===== config.mk =====
export PLATFORM = sky130hd
export DESIGN_NAME = timerio
export DESIGN_NICKNAME = d
export VERILOG_FILES = /design/src/rtl/timerio.sv
export SDC_FILE = /design/constraint.sdc
export NUM_CORES = 1
export LEC_CHECK = 0
export ABC_AREA = 1
export CAP_MARGIN = 20
export CORE_ASPECT_RATIO = 1.2
export CORE_UTILIZATION = 60
export DETAILED_ROUTE_END_ITERATION = 10
export GPL_ROUTABILITY_DRIVEN = 0
export PLACE_DENSITY = 0.78
export SLEW_MARGIN = 0
export SYNTH_ARGS = -nofsm -noshare
export SYNTH_HDL_FRONTEND = slang
export SYNTH_SLANG_ARGS = --single-unit

===== constraint.sdc =====
create_clock -name clk -period 3.9 [get_ports clk]
set_input_delay 0.39 -clock clk [delete_from_list [all_inputs] [get_ports clk]]
set_output_delay 0.39 -clock clk [all_outputs]
set_load 0.02 [all_outputs]

===== src/rtl/timerio.sv =====
// timerio: 16-bit programmable interval timer on the 6801 bus.
// A prescaled down-counter that raises a level interrupt on underflow,
// with optional auto-reload and a coherent two-byte count snapshot.
module timerio #(
  parameter logic [7:0]  PRESCALE_RESET = 8'd0,
  parameter logic [15:0] RELOAD_RESET   = 16'hFFFF
) (
  input  logic       clk,
  input  logic       rst,
  output logic       irq,
  input  logic [2:0] AD,
  input  logic [7:0] DI,
  output logic [7:0] DO,
  input  logic       rw,
  input  logic       cs,
  output logic       ovf_pulse
);

  localparam logic [2:0] A_CTRL  = 3'd0;
  localparam logic [2:0] A_STAT  = 3'd1;
  localparam logic [2:0] A_RLD_H = 3'd2;
  localparam logic [2:0] A_RLD_L = 3'd3;
  localparam logic [2:0] A_CNT_H = 3'd4;
  localparam logic [2:0] A_CNT_L = 3'd5;
  localparam logic [2:0] A_PRES  = 3'd6;

  // Per-register strobes decoded from one bus cycle
  typedef struct packed {
    logic ctrl;
    logic stat;
    logic rld_h;
    logic rld_l;
    logic pres;
    logic cnt_h_rd;
  } bus_dec_t;

  // EN is the state itself: RUN means enabled
  typedef enum logic {S_IDLE = 1'b0, S_RUN = 1'b1} state_t;

  state_t      state_q, state_nxt;
  logic        auto_q, ie_q, ovf_q;
  logic [15:0] count_q, count_nxt;
  logic [15:0] reload_q, reload_nxt;
  logic [7:0]  hold_q, shadow_q, pres_q;
  logic [7:0]  pc_q, pc_nxt;
  logic        tick, underflow, en;
  bus_dec_t    dec;

  assign en = (state_q == S_RUN);

  // Bus decode: writes are cs & !rw, only the COUNT_H read has a side effect
  always_comb begin
    dec          = '0;
    dec.ctrl     = cs && !rw && (AD == A_CTRL);
    dec.stat     = cs && !rw && (AD == A_STAT);
    dec.rld_h    = cs && !rw && (AD == A_RLD_H);
    dec.rld_l    = cs && !rw && (AD == A_RLD_L);
    dec.pres     = cs && !rw && (AD == A_PRES);
    dec.cnt_h_rd = cs &&  rw && (AD == A_CNT_H);
  end

  // RELOAD as it will be after this edge, so a same-cycle auto-reload sees a fresh commit
  always_comb begin
    reload_nxt = reload_q;
    if (dec.rld_l) reload_nxt = {hold_q, DI};
  end

  // Timer FSM: LOAD is the CTRL write that turns EN on; a stop write beats a tick
  always_comb begin
    state_nxt = state_q;
    count_nxt = count_q;
    pc_nxt    = pc_q;
    tick      = 1'b0;
    underflow = 1'b0;
    case (state_q)
      S_IDLE: begin
        if (dec.ctrl && DI[0]) begin
          state_nxt = S_RUN;
          count_nxt = reload_q;
          pc_nxt    = 8'd0;
        end
      end
      S_RUN: begin
        if (dec.ctrl && !DI[0]) begin
          state_nxt = S_IDLE;
        end else begin
          tick   = (pc_q == pres_q);
          pc_nxt = tick ? 8'd0 : pc_q + 8'd1;
          if (tick) begin
            if (count_q != 16'd0) begin
              count_nxt = count_q - 16'd1;
            end else begin
              underflow = 1'b1;
              if (auto_q) count_nxt = reload_nxt;
              else        state_nxt = S_IDLE;
            end
          end
        end
      end
      default: state_nxt = S_IDLE;
    endcase
  end

  // State, count and prescaler registers
  always_ff @(posedge clk or negedge rst) begin
    if (!rst) begin
      state_q <= S_IDLE;
      count_q <= 16'd0;
      pc_q    <= 8'd0;
    end else begin
      state_q <= state_nxt;
      count_q <= count_nxt;
      pc_q    <= pc_nxt;
    end
  end

  // Control bits: AUTO/IE follow every CTRL write, EN is handled by the FSM
  always_ff @(posedge clk or negedge rst) begin
    if (!rst) begin
      auto_q <= 1'b0;
      ie_q   <= 1'b0;
    end else if (dec.ctrl) begin
      auto_q <= DI[1];
      ie_q   <= DI[2];
    end
  end

  // Overflow flag: underflow set has priority over a write-1-to-clear
  always_ff @(posedge clk or negedge rst) begin
    if (!rst)                    ovf_q <= 1'b0;
    else if (underflow)          ovf_q <= 1'b1;
    else if (dec.stat && DI[0])  ovf_q <= 1'b0;
  end

  // RELOAD is committed as a pair through the holding byte
  always_ff @(posedge clk or negedge rst) begin
    if (!rst) begin
      hold_q   <= 8'd0;
      reload_q <= RELOAD_RESET;
    end else begin
      if (dec.rld_h) hold_q <= DI;
      reload_q <= reload_nxt;
    end
  end

  // Prescale compare value; a mid-run change applies at the next compare
  always_ff @(posedge clk or negedge rst) begin
    if (!rst)          pres_q <= PRESCALE_RESET;
    else if (dec.pres) pres_q <= DI;
  end

  // Low-byte snapshot taken on the COUNT_H read cycle
  always_ff @(posedge clk or negedge rst) begin
    if (!rst)              shadow_q <= 8'd0;
    else if (dec.cnt_h_rd) shadow_q <= count_q[7:0];
  end

  // Read mux, combinational from AD
  always_comb begin
    DO = 8'h00;
    case (AD)
      A_CTRL:  DO = {5'b0, ie_q, auto_q, en};
      A_STAT:  DO = {6'b0, en, ovf_q};
      A_RLD_H: DO = reload_q[15:8];
      A_RLD_L: DO = reload_q[7:0];
      A_CNT_H: DO = count_q[15:8];
      A_CNT_L: DO = shadow_q;
      A_PRES:  DO = pres_q;
      default: DO = 8'h00;
    endcase
  end

  assign irq       = ovf_q & ie_q;
  assign ovf_pulse = underflow;

endmodule


==> results.yml <==
layout:
  synthToLayoutAreaGrowth_pct: 12.5
  mostFrequentLayoutCell: "nand2_1"
  final_cells: 711
  final_cell_mix: "nand2_1, inv_1, nor2_1"
  drive_gt1_frac: 0.106
  fin_nets: 637
  antennaDiodeCount: 0
synthesis:
  yosysWarnings: 0
  avgSynthCellArea_um2: 7.08
  synth_area_mm2: 0.00422
  yosysSeqAreaShare: 0.408
  netlist_instances: 596
  synth_fp_nets: 614
  ys_ff_latch: 68
  synth_cell_types: 38
drt:
  wl_per_cell_um: 16.1
  first_iter_violations: 342
  wl_um: 11500
  drtPass1Iterations: 5
  vias: 4018
  drc_errors: 0
  vias_per_cell: 5.65
  antenna_left: 0
cts:
  cts.path.max_buffers: 2
  cts_sinks: 68
  cts_tree: "done"
  cts_buffers: 9
  cts.htree.levels: 3
  clock_latency_ns: 0.35
  cts_hold_buf: 1
  path_clk_slew_ns: 0.08
  cts-root-buf: "clkbuf_8"
  post_cts_buffers: 0
  cts_resized: 0
timing:
  worstMarginPinSlew_ns: 0.957
  hold_viol: 0
  relSlewSlack: 0.362
  tns_ns: 0
  post-route-min-period_ns: 3.19
  rsz0062_at_grt: "false"
  clock.fmax_ghz: 0.314
  fin_crit_sh: 0.817
  slew_viol_final: 0
  skew_ns: 0.0134
  setup_violations: 0
setup_path:
  worstPathArrival_ns: 2.80
  cp-start-kind: "input pin"
  crit_chain: "clkdlybuf4s50_1 -> nand3_2 -> o22ai_1 -> a211oi_1 -> o21ai_0 -> clkdlybuf4s50_1"
  worst_path_largest_cell_delay_ns: 0.99
  critPathRequiredTime_ns: 3.51
  crit_type: "in2out"
  cpMostUsedCell: "clkdlybuf4s50_1"
  crit_family: "buffers and inverters"
  worst-path-buf-inv: 2
  crit_path_max_fanout: 17
  critical_path.endpoint_type: "output port"
  worst_path_max_delay_cell: "clkdlybuf4s50_1"
grt:
  grt_max_degree: 51
  grt_pass1_vias: 3917
  grt_pass1_wl_um: 18800
  track_usage: 0.339
  grt_antenna_before_repair: 0
  overflow: 0
run_status:
  status: "finished clean"
die:
  io_pins: 25
  rows: 33
  initial_core_util: 0.619
  die_area_mm2: 0.00737
  die_y_um: 93.9
  die_w_um: 78.6
  core_mm2: 0.00681
power_and_ir_drop:
  ir_worst_vdd_v: 0.000504
  leakagePower_nw: 2.38
  p_per_area_mw_per_mm2: 689
worst_hold_path:
  min_path_type: "in2async"
placed_design:
  io_buffers: 24
  dp.cells: 694
  dp_hpwl_um: 8550
job:
  cap_violations: 0
[cells by family after synthesis]
| kind of cell | synth area share |
|---|---|
| XOR/XNOR | 0.0208 |
| AND/OR/NAND/NOR | 0.371 |
| AO/OA/AOI/OAI | 0.103 |
| multiplexers | 0.00267 |
| buffers and inverters | 0.0860 |
| flip-flops | 0.408 |
| adder cells (fa/ha/maj) | 0.00890 |
[worst paths after layout]
kind / start / endpoint / slack, ns / cells past startpoint
max in group asynchronous: rst / count_q[3]$_DFFE_PN0P_ / 2.44 / 3
max: AD[2] / DO[7] / 0.71 / 6
min: rst / pres_q[5]$_DFFE_PN0P_ / 0.49 / 2
max reg2reg: count_q[0]$_DFFE_PN0P_ / count_q[1]$_DFFE_PN0P_ / 1.70 / 12
min reg2reg: shadow_q[5]$_DFFE_PN0P_ / shadow_q[5]$_DFFE_PN0P_ / 0.50 / 2
min in group clk: shadow_q[5]$_DFFE_PN0P_ / shadow_q[5]$_DFFE_PN0P_ / 0.50 / 2
[metrics by stage]
stage | worst slack [ns] | hold slack [ns] | cell area, µm² | total power, mW | util
floorplan | 2.06 | 0.0944 | 4220 | 2.10 | -
global placement | 0.825 | 0.343 | 4490 | 2.46 | 0.659
CTS | 0.767 | 0.494 | 4750 | 3.24 | 0.697
finish | 0.713 | 0.494 | 4750 | 3.27 | 0.697
global route | 0.610 | 0.522 | 4750 | 3.51 | 0.697
detailed placement | 0.780 | 0.349 | 4490 | 2.50 | 0.659
[registers in the layout, indices dropped and copies added (netlist names)]
name      flops
pc_q          8
ovf_q         1
pres_q        8
en            1
hold_q        8
count_q      16
auto_q        1
ie_q          1
reload_q     16
shadow_q      8
[metal layers]
layer / track usage / part of all wire / vias to the layer above
met4: 0.170 / 0.039 / 0
met2: 0.589 / 0.48 / 196
met1: 0.410 / 0.41 / 1840
met3: 0.0437 / 0.071 / 40
li1: - / - / 1942
met5: 0 / 0 / -
[layout make-up]
cell class                      instances  area, µm²
Multi-Input combinational cell        442       2140
Fill cell                             536       2070
Sequential cell                        68       1720
Timing Repair Buffer                   28        268
Inverter                               70        263
Clock buffer                           10        138
Clock inverter                          6        111
Tap cell                               87        109
[cell usage after synthesis, drive strengths merged]
cell type,number,area [µm²]
nand2,235,925
inv,70,263
nor2,57,257
dfrtp,52,1300
nand3,45,235
o21ai,45,252
dfstp,16,420
buf,11,81.3
nand4,9,56.3
nor3,8,56.3
o2111ai,7,61.3
xnor2,7,61.3
a21oi,6,41.3
clkbuf,5,18.8
nand3b,5,37.5
a22oi,4,30.0
ha,3,37.5
o22ai,3,18.8
xor2,3,26.3
o21a,2,15.0
a211oi,1,7.51
mux2,1,11.3
o21bai,1,7.51
[power breakdown]
group          internal [mW]  switching, mW
clock network          0.442          0.281
logic                  0.484          0.925
registers              0.916          0.224
total                   1.84           1.43
Power figures use the tool's default switching activity.
